**src/rtl/apb_pkg.sv**
```systemverilog
// apb_pkg: shared widths, register map constants and FSM states for the APB completer
package apb_pkg;
    localparam int APB_ADDR_W = 8;
    localparam int APB_DATA_W = 32;
    localparam logic [APB_DATA_W-1:0] APB_SLV_ID = 32'hA9B0_0001;
    localparam int REG_ID = 0;
    localparam int REG_CNT = 1;
    typedef enum logic [1:0] {S_IDLE, S_WAIT, S_DONE} apb_slv_state_e;
endpackage

```
**src/rtl/apb_regfile_slave.sv**
```systemverilog
// apb_regfile_slave: APB register bank with read-only ID/transfer counter and programmable wait states
module apb_regfile_slave
    import apb_pkg::*;
#(
    parameter int NUM_REGS = 16,
    parameter int WAIT_STATES = 1
) (
    input  logic                  pclk,
    input  logic                  preset,
    input  logic                  psel,
    input  logic                  penable,
    input  logic                  pwrite,
    input  logic [APB_ADDR_W-1:0] paddr,
    input  logic [APB_DATA_W-1:0] pwdata,
    output logic [APB_DATA_W-1:0] prdata,
    output logic                  pready,
    output logic                  pslverr
);
    localparam int IW = (NUM_REGS > 1) ? $clog2(NUM_REGS) : 1;
    localparam logic [6:0] NR = 7'(NUM_REGS);

    apb_slv_state_e state, next;
    logic [3:0] wcnt;
    logic wr_q, err_q;
    logic [APB_ADDR_W-1:0] addr_q, addr_s;
    logic [APB_DATA_W-1:0] wdata_q, xfer_cnt, rd_s;
    logic [APB_DATA_W-1:0] mem [NUM_REGS];
    logic setup, wr_s, err_s, commit;
    logic [5:0] idx_s;

    // In IDLE the live bus is decoded so a zero-wait transfer can answer on the next edge; afterwards the latched copy is used
    always_comb begin
        setup = (state == S_IDLE) && psel && !penable;
        addr_s = (state == S_IDLE) ? paddr : addr_q;
        wr_s = (state == S_IDLE) ? pwrite : wr_q;
        idx_s = addr_s[7:2];
        err_s = (addr_s[1:0] != 2'b00) || ({1'b0, idx_s} >= NR) || (wr_s && idx_s <= 6'(REG_CNT));
        rd_s = (idx_s == 6'(REG_ID)) ? APB_SLV_ID :
               (idx_s == 6'(REG_CNT)) ? xfer_cnt : mem[idx_s[IW-1:0]];
        commit = (state == S_DONE) && psel && penable && !err_q;
    end

    // Next-state: a dropped select aborts, DONE always lasts exactly one cycle
    always_comb begin
        next = S_IDLE;
        if (state == S_IDLE)
            next = setup ? ((WAIT_STATES == 0) ? S_DONE : S_WAIT) : S_IDLE;
        else if (state == S_WAIT)
            next = !psel ? S_IDLE : (wcnt == 4'd1) ? S_DONE : S_WAIT;
    end

    // State, request latch, wait counter, registered response and register bank updates
    always_ff @(posedge pclk) begin
        if (preset) begin
            state <= S_IDLE;
            wcnt <= '0;
            wr_q <= 1'b0;
            err_q <= 1'b0;
            addr_q <= '0;
            wdata_q <= '0;
            xfer_cnt <= '0;
            pready <= 1'b0;
            pslverr <= 1'b0;
            prdata <= '0;
            for (int i = 0; i < NUM_REGS; i++) mem[i] <= '0;
        end else begin
            state <= next;
            if (setup) begin
                wr_q <= pwrite;
                addr_q <= paddr;
                wdata_q <= pwdata;
                err_q <= err_s;
                wcnt <= 4'(WAIT_STATES);
            end else if (state == S_WAIT) begin
                wcnt <= wcnt - 4'd1;
            end
            pready <= (next == S_DONE);
            pslverr <= (next == S_DONE) && err_s;
            prdata <= ((next == S_DONE) && !err_s && !wr_s) ? rd_s : '0;
            if (commit) begin
                if (wr_q) mem[addr_q[IW+1:2]] <= wdata_q;
                xfer_cnt <= xfer_cnt + 32'd1;
            end
        end
    end
endmodule
```
**config.mk**
```make
export PLATFORM = sky130hd
export DESIGN_NAME = apb_regfile_slave
export DESIGN_NICKNAME = d
export VERILOG_FILES = /design/src/rtl/apb_pkg.sv /design/src/rtl/apb_regfile_slave.sv
export SDC_FILE = /design/constraint.sdc
export NUM_CORES = 1
export LEC_CHECK = 0
export ABC_AREA = 1
export ABC_CLOCK_PERIOD_IN_PS = 2990
export BUFFER_PORTS_ARGS = -buffer_cell sky130_fd_sc_hd__buf_2
export CORE_MARGIN = 2
export CORE_UTILIZATION = 32
export CTS_CLUSTER_SIZE = 10
export DETAILED_ROUTE_END_ITERATION = 8
export SYNTH_ARGS = -nofsm -noshare
export SYNTH_HDL_FRONTEND = slang
export SYNTH_SLANG_ARGS = --single-unit
```
**constraint.sdc**
```tcl
create_clock -name pclk -period 2.99 [get_ports pclk]
set_clock_uncertainty 0.05 [all_clocks]
set_input_delay 0.299 -clock pclk [delete_from_list [all_inputs] [get_ports pclk]]
set_output_delay 0.299 -clock pclk [all_outputs]
set_load 0.05 [all_outputs]
```
# After elaboration in Yosys (flattened, before gate mapping)

Memory sizes are Yosys's and may differ from the RTL's.
Index checks and enable logic that the tools add are counted.

Register bits after elaboration: 114
Bits in writable memories: 512
Bits of input ports: 45
Output and inout bits: 34
Word-level logic and storage cells: 66
Memories: 1

Memories:

| name | depth | bits a word | read ports | clocked after Yosys merged registers in | wr ports | RTL line                | RTL |
|---|---|---|---|---|---|---|---|
| mem  | 16    | 32          | 1          | 0                                       | 16       | apb_regfile_slave.sv:27 | `logic [APB_DATA_W-1:0] mem [NUM_REGS];` |

$add $sub $neg: 2
$lt $le $gt $ge: 2
Equal/unequal tests: 5
Mux-type cells: 20
Bitwise gates (word level): 1
Reductions and logical operators: 23

Operators with widths:

| kind                    | number |
|---|---|
| $mux W32                | 3 |
| $add A32 B1 Y32 const B | 1 |
| $reduce_or A32 Y1       | 1 |
| $mux W1                 | 11 |
| $logic_and A1 B1 Y1     | 9 |
| $mux W2                 | 4 |
| $mux W8                 | 1 |
| $eq A6 B1 Y1 const B    | 1 |
| $ge A6 B5 Y1 const B    | 1 |
| $le A6 B1 Y1 const B    | 1 |
| $logic_not A6 Y1        | 1 |
| $eq A2 B2 Y1 const B    | 2 |
| $eq A4 B1 Y1 const B    | 1 |
| $logic_not A1 Y1        | 4 |
| $mux W4                 | 1 |
| $reduce_bool A2 Y1      | 2 |
| $reduce_or A2 Y1        | 2 |
| $sub A4 B1 Y4 const B   | 1 |
| $reduce_or A3 Y1        | 1 |
| $eq A2 B1 Y1 const B    | 1 |
| $logic_not A2 Y1        | 1 |
| $logic_or A1 B1 Y1      | 2 |
| $not A1 Y1              | 1 |

# Logic depth before layout (Yosys ltp)

Depth in word-level cells: 10
Mapped depth: 15
Mapped depth without buffers: 13

# Worst setup path before layout

No wires, ideal clock.

Kind: reg2reg
From: register state[1]
To: memory mem[0][0] (enable)
Setup time: 0.389 ns
Arrival: 2.202 ns
Required time: 2.551 ns
Slack: 0.348 ns
Cell stages (with the launch flop): 8
Buffers on the path: 1
Period minus slack after synthesis: 2.642 ns
Cell sequence: dfxtp_1 > nand3_1 > nor3_2 > nand4_1 > nor2_1 > nand2_1 > clkbuf_1 > nand2_1

RTL lines:

| what                     | RTL line                | RTL |
|---|---|---|
| start: declaration       | apb_regfile_slave.sv:22 | `apb_slv_state_e state, next;` |
| start signal: assignment | apb_regfile_slave.sv:67 | `state <= next;` |
| end: declaration         | apb_regfile_slave.sv:27 |  |

# Final worst setup path

From: register state[0]
To: register prdata[2]

Word-level cells in the longest chain between the ends: 10
Elaborated cells on any way between the ends: 26
Those cells by class: order compare (2); eq/ne (3); mux (6); bitwise (1); reduce/logical (13); memory (1)

Ends and longest elaborated chain:

| what                                             | RTL line                                         | RTL |
|---|---|---|
| $logic_not A2 Y1                                 | --                                               |  |
| $mux W8 or $logic_and A1 B1 Y1 (tied branches)   | apb_regfile_slave.sv:34, apb_regfile_slave.sv:33 |  |
| $ge A6 B5 Y1 (tied with other cells)             | apb_regfile_slave.sv:37                          | `err_s = (addr_s[1:0] != 2'b00) \|\| ({1'b0, idx_s} >= NR) \|\| (wr_s && idx_s <= 6'(REG_CNT));` |
| $logic_or A1 B1 Y1 (tied with other cells)       | apb_regfile_slave.sv:37                          |  |
| $logic_or A1 B1 Y1 or $mux W2 (tied branches)    | apb_regfile_slave.sv:37, apb_regfile_slave.sv:46 |  |
| $logic_not A1 Y1 or $eq A2 B2 Y1 (tied branches) | apb_regfile_slave.sv:79                          | `prdata <= ((next == S_DONE) && !err_s && !wr_s) ? rd_s : '0;` |
| $logic_and A1 B1 Y1 (2 in a row)                 | apb_regfile_slave.sv:79                          |  |
| $not A1 Y1 (no line)                             | --                                               |  |
| $reduce_or A3 Y1 (no line)                       | --                                               |  |
| end signal: assignment                           | apb_regfile_slave.sv:79                          |  |
| end: declaration                                 | apb_regfile_slave.sv:15                          | `output logic [APB_DATA_W-1:0] prdata,` |

Parallel ways exist; a longest one is shown, timed or not.
A chain may end at the register's enable or synchronous reset.

==> summary.md <==
| Metric | Value |
|---|---|
| Run status | `finished, final reports clean` |
| Placed cell area | `29,800 µm²` |
| P_int | `0.0149 W` |
| R2R Setup Slk | `0.25 ns` |
| Die H | `299 µm` |
| Die area | `89,400 µm²` |
| Storage element area | `17,700 µm²` |
| CP Max Fanout | `51` |
| CTS tree | `yes` |
| Synth Flop Type | `edfxtp_1` |
| Clock tree buffer depth | `3` |
| Layout cells sized above 1 | `9.07%` |
| Clock-pin slew on the worst setup and hold paths | `0.06 ns` |
| Total Nets Final | `3,160` |
| Crit path kind | `reg2reg` |
| DRT Pass-1 Iters | `6` |
| Capture point of the worst reg-to-reg path | `prdata[2]` |
| Most frequent cells in the layout | `nor2_1, nand2_1, edfxtp_1` |
| Minimum clock period | `2.74 ns` |
| Commonest non-fill, non-tap cell in the layout | `nor2_1` |
| Min-delay src | `pwdata[22]` |
| Via count | `21,800` |
| IO buf count | `78` |
| Num rows | `108` |
| Overflow after GRT | `0` |
| Fmax achieved | `0.365 GHz` |
| Max VDD drop | `0.000409 V` |
| Sw Share | `24.9%` |
| Vias per inst | `5.05` |
| Clock Sinks | `626` |
| Clk_lat worst skew | `0.62 ns` |
| Critical path launch point type | `flip-flop` |
| Async S/R FF share, synth | `0%` |
| Post-DR wirelength/cell | `20.9 µm` |
| Synthesis Warnings | `0` |
| # placed instances | `4,149` |
| Drt total wl | `90.4 mm` |
| CTS root buf | `clkbuf_16` |
| Largest net degree at the start of global routing | `72` |
| Fin cells | `4,318` |
| Syn Nets | `3,080` |
| Routed Antenna Nets | `0` |
| Max-Slew Margin vs Limit | `38.0%` |
| Core area | `86,500 µm²` |
| Unique masters post-synth | `40` |
| # DRC | `0` |
| GRT Overall Usage | `20.1%` |
| Initial Utilization | `32.2%` |
| Yosys top cell area share | `55.2%` |
| Period utilization | `91.5%` |
| # diodes | `0` |
| Psw | `0.00495 W` |
| Max Cap Viol | `0` |
| Critical path required time | `3.43 ns` |
| RSZ-0062 raised after global routing | `false` |
| EDFF count, synth | `512` |
| Initial DRC Count | `2,040` |
| TritonCTS Buffers | `74` |
| Classification of the worst-slack hold path | `in2reg` |
| Final setup fails | `0` |
| Synth top area cells | `edfxtp_1, nor2_1, nand2_1, dfxtp_1, nand3_1` |
| Postcts setup bufs | `0` |
| I/O pins | `79` |
| Die W | `299 µm` |
| Synthesized flop and latch total | `626` |
| Total power | `0.0198 W` |
| Fin. Hold Viols | `0` |
| Gate Count Post-Synth | `3,032` |
| Leak | `12.0 nW` |
| First-pass GRT wire length | `135 mm` |
| Register area share after synthesis | `63.4%` |
| Number of fill cells | `8,663` |
| Final Util | `37.4%` |
| CP arrival | `3.18 ns` |
| Setup TNS | `0 ns` |
| Worst Hold Path EP | `wdata_q[22]` |
| R2R depth | `11` |
| CTS H-tree lvls | `3` |
| Fin area | `32,400 µm²` |
| Comb power frac | `9.2%` |
| Worst Tran Pin Value | `0.930 ns` |
| Placer Congestion | `0.890` |
| Hold Path Depth | `3` |
| Final Max Tran Viols | `0` |
| Worst R2R Start | `state[0]` |
| Area grow syn2layout | `16.1%` |
| Synth area leader | `edfxtp_1` |
| Vias in the first global route | `21,000` |
| Detail Placement HPWL | `55.6 mm` |
| Post-Syn Area per Cell | `9.19 µm²` |
| Area of the multi-input gates | `8590 µm²` |
| Post-Syn Area | `27,900 µm²` |
| Flop pwr share | `49.1%` |
| Setup crit end kind | `flip-flop` |
| PwrDens | `613 nW/µm²` |
| Clk network pwr share | `41.7%` |
| Antenna violations before repair | `4` |
[how the worst max path moves through the flow]
stage	end	slack, ns	depth (start not counted)	from
after floorplan	mem[0][0]	0.35	7	state[1]
after global placement	prdata[2]	0.33	11	state[0]
after detailed placement	prdata[2]	0.32	11	state[0]
after CTS	prdata[2]	0.33	11	state[0]
after global routing	prdata[11]	0.19	11	state[0]
final	prdata[2]	0.25	11	state[0]
[critical path, stage by stage, from the launching register on]
cell     delay (ns)
dfxtp_1        0.34
nor2_4         0.37
nand2_1        0.16
o21ai_4        0.31
nor2_4         0.11
buf_12         0.22
nand2_1        0.09
nand2_1        0.04
o21ai_0        0.15
nand3_1        0.10
nor2_1         0.54
nor2_1         0.07
[power groups by stage]
| stage | sequential, W | combinational (W) | clock (W) |
|---|---|---|---|
| finish | 0.00974 | 0.00182 | 0.00827 |
| floorplan | 0.00991 | 0.00102 | 0 |
| global route | 0.00976 | 0.00196 | 0.00868 |
| global placement | 0.00991 | 0.00175 | 0 |
| detailed placement | 0.00992 | 0.00176 | 0 |
| CTS | 0.00974 | 0.00180 | 0.00836 |
[per-stage QoR]
step           setup WS [ns]  hold slack, ns
4_1_cts                0.329          0.0144
3_3_place_gp           0.332           0.418
6_report               0.254          0.0514
3_5_place_dp           0.323           0.424
2_1_floorplan          0.348           0.330
5_1_grt                0.191          0.0443
[final cells by class]
cell class	count	share of cell area [%]
Inverter	215	2.49
Clock inverter	11	0.360
Timing Repair Buffer	209	5.27
Multi-Input combinational cell	1986	26.6
Sequential cell	626	54.6
Clock buffer	116	6.28
Tap cell	1155	4.47
[kinds of logic (layout without fill, tap and decap cells)]
| kind of cell | after synthesis | count (layout) | share of synthesized area [%] |
|---|---|---|---|
| buffers and inverters | 420 | 551 | 6.02 |
| adders and majority gates | 3 | 3 | 0.135 |
| and+or+nand+nor | 1696 | 1696 | 24.9 |
| AOI/OAI and AO/OA | 274 | 274 | 5.18 |
| DFF | 626 | 626 | 63.4 |
| xor gates and xnor gates | 13 | 13 | 0.409 |
[Yosys cell counts (all sizes together) (4+ instances only)]
cell    instances
nor2          699
nand2         646
edfxtp        512
nand3         306
inv           182
o21ai         164
clkbuf        136
dfxtp         114
a21oi          89
buf            69
clkinv         33
nand4          24
nor3           13
o211ai          8
xor2            7
xnor2           6
nor4            5
o21a            4
[layer usage]
metal  track usage, %  share of wire, %
met5                0             0.030
met4             8.36               3.9
met3             3.49               8.7
met2             32.6                46
met1             26.6                41
[state kept, by name (all words and copies together) (netlist names)]
register / flops
wdata_q: 32
xfer_cnt: 32
wcnt: 4
err_q: 1
pslverr: 1
wr_q: 1
addr_q: 8
mem: 512
pready: 1
prdata: 32
state: 2
[what timing repair did]
| item | in CTS | in global routing |
|---|---|---|
| setup endpoints to repair | 0 | 0 |
| hold buffers | 42 | 0 |
| endpoints found under the hold margin | 42 | 0 |
| resized for setup | 0 | 0 |
No activity file was read; power rests on OpenSTA's default activity.
